$ cat src/rtl/regfile_wb_arbiter.sv
// Round-robin writeback arbiter for the single register-file write port,
// with a pending-write scoreboard for RAW hazard detection at decode.
//
// Ports:
//   clk, reset          clock; synchronous active-high reset
//   alu_* / ld_*        ALU and LSU writeback requests (valid/da/data),
//                       ready = granted this cycle
//   rsv_valid, rsv_da   issue-time reservation of a destination register
//   chk_aa, chk_ba      source addresses looked up in the scoreboard
//   a_busy, b_busy      combinational pending-write lookups
//   RW, DA, D_data      registered register-file write port
//   sb_err              sticky double-reservation flag
//   idle                no pending writes and no write in flight
module regfile_wb_arbiter #(
  parameter int AW       = 5,
  parameter int DW       = 32,
  parameter int NREG     = 32,
  parameter bit LD_FIRST = 1'b1
) (
  input  logic          clk,
  input  logic          reset,
  input  logic          alu_valid,
  input  logic [AW-1:0] alu_da,
  input  logic [DW-1:0] alu_data,
  output logic          alu_ready,
  input  logic          ld_valid,
  input  logic [AW-1:0] ld_da,
  input  logic [DW-1:0] ld_data,
  output logic          ld_ready,
  input  logic          rsv_valid,
  input  logic [AW-1:0] rsv_da,
  input  logic [AW-1:0] chk_aa,
  input  logic [AW-1:0] chk_ba,
  output logic          a_busy,
  output logic          b_busy,
  output logic          RW,
  output logic [AW-1:0] DA,
  output logic [DW-1:0] D_data,
  output logic          sb_err,
  output logic          idle
);

  logic            ptr_ld;
  logic [NREG-1:0] busy;
  logic [NREG-1:0] clr_mask;
  logic [NREG-1:0] set_mask;
  logic            alu_gnt;
  logic            ld_gnt;
  logic            clash;

  // Pointer only matters when both requesters are valid.
  always_comb begin
    alu_gnt = alu_valid && (!ld_valid || !ptr_ld);
    ld_gnt  = ld_valid && (!alu_valid || ptr_ld);
  end

  assign alu_ready = alu_gnt;
  assign ld_ready  = ld_gnt;

  // Clear applies first so a same-edge set on the
  // same register leaves the bit high.
  always_comb begin
    clr_mask = '0;
    set_mask = '0;
    if (RW)
      clr_mask[DA] = 1'b1;
    if (rsv_valid)
      set_mask[rsv_da] = 1'b1;
  end

  // A register retiring on this very edge may be
  // reserved again without flagging an error.
  assign clash = rsv_valid && busy[rsv_da]
              && !(RW && (DA == rsv_da));

  always_ff @(posedge clk) begin
    if (reset) begin
      RW     <= 1'b0;
      DA     <= '0;
      D_data <= '0;
      busy   <= '0;
      sb_err <= 1'b0;
      ptr_ld <= LD_FIRST;
    end else begin
      busy <= (busy & ~clr_mask) | set_mask;
      if (clash)
        sb_err <= 1'b1;
      RW <= alu_gnt | ld_gnt;
      unique case (1'b1)
        ld_gnt: begin
          DA     <= ld_da;
          D_data <= ld_data;
          ptr_ld <= 1'b0;
        end
        alu_gnt: begin
          DA     <= alu_da;
          D_data <= alu_data;
          ptr_ld <= 1'b1;
        end
        default: ;
      endcase
    end
  end

  assign a_busy = busy[chk_aa];
  assign b_busy = busy[chk_ba];
  assign idle   = ~|busy && !RW;

endmodule

$ cat config.mk
export PLATFORM = sky130hd
export DESIGN_NAME = regfile_wb_arbiter
export DESIGN_NICKNAME = d
export VERILOG_FILES = /design/src/rtl/regfile_wb_arbiter.sv
export SDC_FILE = /design/constraint.sdc
export NUM_CORES = 1
export LEC_CHECK = 0
export BUFFER_PORTS_ARGS = -buffer_cell sky130_fd_sc_hd__clkbuf_2
export CAP_MARGIN = 10
export CORE_MARGIN = 2
export CORE_UTILIZATION = 30
export DETAILED_ROUTE_END_ITERATION = 8
export GPL_ROUTABILITY_DRIVEN = 1
export PLACE_DENSITY_LB_ADDON = 0.15
export SETUP_SLACK_MARGIN = 0.02
export SLEW_MARGIN = 20
export SYNTH_ARGS = -nofsm -noshare
export SYNTH_HDL_FRONTEND = slang
export SYNTH_SLANG_ARGS = --single-unit
$ cat constraint.sdc
create_clock -name clk -period 4.2 [get_ports clk]
set_input_delay 0.63 -clock clk [delete_from_list [all_inputs] [get_ports clk]]
set_output_delay 0.63 -clock clk [all_outputs]
set_load 0.005 [all_outputs]
Word-level counts from Yosys, hierarchy flattened
Index checks and enable logic that the tools add are counted.
W data, S select, Z words.
- bits in registers: 72
- RAM bits: 0
- memories kept: 0
- latch bits: 0
- input port bits: 94
- ROM bits: 0
- word-level logic and storage cells: 50
- div/mod/pow operators: 0
- magnitude comparators: 6
- shift operators: 0
- reduce and logical (&&, ||, !) cells: 18
- multiplexer cells: 15
- add/subtract/negate cells: 0
- multiply operators: 0
- equal/unequal tests: 1
- bitwise logic cells: 4
- operators by type and width (cell ; number):
    $mux W32 ; 2
    $pmux W32 S2 ; 1
    $and A32 B32 Y32 ; 1
    $not A32 Y32 ; 1
    $or A32 B32 Y32 ; 1
    $reduce_or A32 Y1 ; 1
    $lt A5 B6 Y1 const B ; 4
    $bmux W1 S5 ; 3
    $demux W1 S5 ; 2
    $ge A5 B1 Y1 const B ; 2
    $pmux W5 S2 ; 1
    $logic_and A1 B1 Y1 ; 8
    $logic_not A1 Y1 ; 6
    $eq A5 B5 Y1 ; 1
    $mux W1 ; 5
    $logic_or A1 B1 Y1 ; 2
    $pmux W1 S2 ; 1
    $reduce_bool A2 Y1 ; 1
    $or A1 B1 Y1 ; 1

Longest topological paths before layout
- depth after elaboration: 8
- mapped depth: 7
- depth with buffers taken out: 5

Least setup slack after synthesis
No wires, ideal clock.
- path kind: input-to-output
- start point: in chk_aa[0]
- end point: out a_busy
- data arrival time: 2.090 ns
- buffers on the path: 1
- slack: 1.480 ns
- cell stages on the path: 4
- cells stage by stage: buf_2 mux4_2 mux4_2 mux2_2
- word-level cells in the longest chain between the ends: 2
- RTL lines (element ; line ; RTL):
    from (decl) ; 32 ; input logic [AW-1:0] chk_aa,
    $bmux W1 S5 ; 105 ; assign a_busy = busy[chk_aa];
    $mux W1 (not written as such) ; 105 ;
    to (decl) ; 34 ; output logic a_busy,
No other way between the ends. The select of a mux whose other input is x is not followed.

Worst setup path after layout
Ends and elaborated chain as after synthesis.

==> results.json <==
{
  "coreArea_mm2": 0.0138,
  "yosysSeqAreaShare_pct": 34.0,
  "p_seq_share_pct": 42.5,
  "clock-sinks": 72,
  "fin_crit_sh_pct": 69.2,
  "cts_resized": 0,
  "r2r-start": "ptr_ld$_SDFFE_PP1P_",
  "tns_ns": 0,
  "path_cells": "clkbuf_2 -> mux4_2 -> mux4_2 -> mux2_2 -> clkbuf_2",
  "antenna_found_initial": 0,
  "final_area_mm2": 0.00530,
  "layout_common_cells": "clkbuf_2 (137), dfxtp_1 (72), nand2_1 (54)",
  "reg2regPathDepth": 5,
  "relSlewSlack_pct": 36.5,
  "cts_hold_buf": 0,
  "first_global_vias": 4319,
  "p_sw_share_pct": 27.2,
  "cp-endpoint": "a_busy",
  "end_kind": "output pin",
  "die_y_um": 123,
  "cpPeakStageDelay_ns": 0.53,
  "rr_endpoint": "D_data[31]$_SDFFE_PP0P_",
  "drt_first_iter_violations": 389,
  "syn_nets": 572,
  "diodes": 0,
  "placed_area_mm2": 0.00501,
  "power_density_mw_per_mm2": 337,
  "syn_inst": 478,
  "worstMarginPinSlew_ns": 0.952,
  "hpwl_um": 10100,
  "row_count": 43,
  "worst_slack_ns": 1.29,
  "hold_violations": 0,
  "path_class": "input port to output pin",
  "clock_latency_ns": 0.34,
  "layout_commonest_cell": "clkbuf_2",
  "peakVddDrop_uv": 136,
  "hold_class": "flip-flop to flip-flop",
  "crit_start": "chk_aa[0]",
  "holdWs_ns": 0.448,
  "cts_max_level": 3,
  "root_buffer": "clkbuf_16",
  "r2r_slack_ns": 2.38,
  "synth_top_area_cell": "dfxtp_1",
  "dr.pass1.iters": 7,
  "post-route-min-period_ns": 2.91,
  "fillers": 1439,
  "cts_made_buffers": 9,
  "ys_types": 31,
  "grt_use_total_pct": 19.6,
  "wl_um": 14200,
  "fmax_ghz": 0.344,
  "fin_nets": 682,
  "avgViaCountPerCell": 5.53,
  "clkPwrFrac_pct": 41.7,
  "critical_path_peak_fanout": 8,
  "cpMaxStageDelayCell": "mux4_2",
  "drc": 0,
  "place_ws_ns": 1.28,
  "crit_path_start_kind": "input port",
  "area_growth_syn_to_layout_pct": 25.0,
  "clk_path_buf_depth": 2,
  "wire_per_inst_um": 18.4,
  "comb_power_share_pct": 15.8,
  "drv_cap": 0,
  "initial_core_util_pct": 30.6,
  "finClkSkew_ns": 0.00494,
  "synthTopCellsByArea": "dfxtp_1 (34%), mux2i_1 (11%), mux4_2 (11%)",
  "vias": 4272,
  "regArea_mm2": 0.00144,
  "setup_viol": 0,
  "yosysWarningCount": 0,
  "p_int_mw": 1.30,
  "synth_area_mm2": 0.00424,
  "synth_top_area_share_pct": 34.0,
  "post-route-util_pct": 38.3,
  "cp.arrival_ns": 2.28,
  "synth_seq_cells": 72,
  "die_w_um": 123,
  "clk_pin_slew_ns": 0.06,
  "worstPathRequired_ns": 3.57,
  "numPortBuffers": 137,
  "power.leakage_nw": 2.13,
  "overflow": 0,
  "syn_area_per_cell_um2": 8.86,
  "gp_congestion": 0.885,
  "switchingPower_uw": 486,
  "outcome": "finished, final reports clean",
  "rsz0062_at_grt": "no",
  "grt_start_max_net_pins": 55,
  "slew_viol_final": 0,
  "multi_input_area_mm2": 0.00261,
  "die_area_mm2": 0.0151,
  "ant_nets": 0,
  "cts_tree": "yes",
  "drive_above_1_share_pct": 31.0,
  "grt_pass1_wl_um": 22600,
  "ioPinCount": 138,
  "cts_post_setup_buffers_inserted": 0
}
==> power groups by stage <==
stage | registers [mW] | clock network (mW) | logic (mW)
global route | 0.764 | 0.793 | 0.312
detailed placement | 0.773 | 0 | 0.283
CTS | 0.759 | 0.767 | 0.283
floorplan | 0.757 | 0 | 0.168
global placement | 0.773 | 0 | 0.278
finish | 0.760 | 0.745 | 0.281
==> Yosys cell counts <==
master and number:
buf_2 9, nor4_1 7, a21oi_1 34, nand2_1 54, nand3_1 3, clkinv_1 1
nor3_1 2, buf_1 1, a41o_1 1, mux4_2 20, clkbuf_1 31, nor2_1 43
o21ai_0 35, nand2b_1 1, a2111oi_0 30, or3b_2 6, nand3b_1 8, xnor2_1 5
o22ai_1 8, nor3b_1 34, and3b_1 3, nand4_1 3, inv_1 3, mux2i_1 46
dfxtp_1 72, mux2_2 2, and3_1 2, o21bai_1 2, clkbuf_2 2, or3_1 3
a311oi_1 7
==> cell type report <==
cell class,count,area share [%]
repair buffers,142,13.7
well taps,180,4.25
clock inverters,2,0.236
flip-flops and latches,72,27.2
inverters,4,0.283
multi-input cells,359,49.2
clock buffers,14,5.17
==> cells by family after synthesis <==
logic type      share of synthesized area, %
compound gates                          17.6
xor+xnor                                1.03
buf+inv                                 4.49
flops                                   34.0
mux                                     22.0
simple gates                            20.9
==> stage by stage <==
stage / power [mW] / instances
global placement: 1.05 / 757
detailed placement: 1.06 / 757
floorplan: 0.925 / 478
finish: 1.79 / 773
global route: 1.87 / 773
CTS: 1.81 / 773
==> metal layers <==
layer	vias to the layer above	GRT usage [%]	routed length [µm]
met3	26	5.81	1250
met5	-	0	0
met4	0	9.91	335
met2	188	29.1	6480
li1	2024	-	-
met1	2034	25.8	6170
==> registers in the layout (all words and copies together), names as in the netlist <==
signal  cells
D_data     32
busy       32
DA          5
RW          1
ptr_ld      1
sb_err      1
==> worst min-delay path by stage <==
stage / start / to / slack (ns) / cells past startpoint
floorplan: sb_err$_SDFFE_PP0P_ / sb_err$_SDFFE_PP0P_ / 0.44 / 2
global placement: sb_err$_SDFFE_PP0P_ / sb_err$_SDFFE_PP0P_ / 0.44 / 2
detailed placement: sb_err$_SDFFE_PP0P_ / sb_err$_SDFFE_PP0P_ / 0.45 / 2
CTS: sb_err$_SDFFE_PP0P_ / sb_err$_SDFFE_PP0P_ / 0.45 / 2
global route: sb_err$_SDFFE_PP0P_ / sb_err$_SDFFE_PP0P_ / 0.51 / 2
finish: sb_err$_SDFFE_PP0P_ / sb_err$_SDFFE_PP0P_ / 0.45 / 2
==> worst max-delay path, delay by kind of cell <==
family                 cells  cell delay (ns)
buffers and inverters      2             0.37
multiplexers               3             1.27
Note: power is estimated with default switching activity, not from simulation.
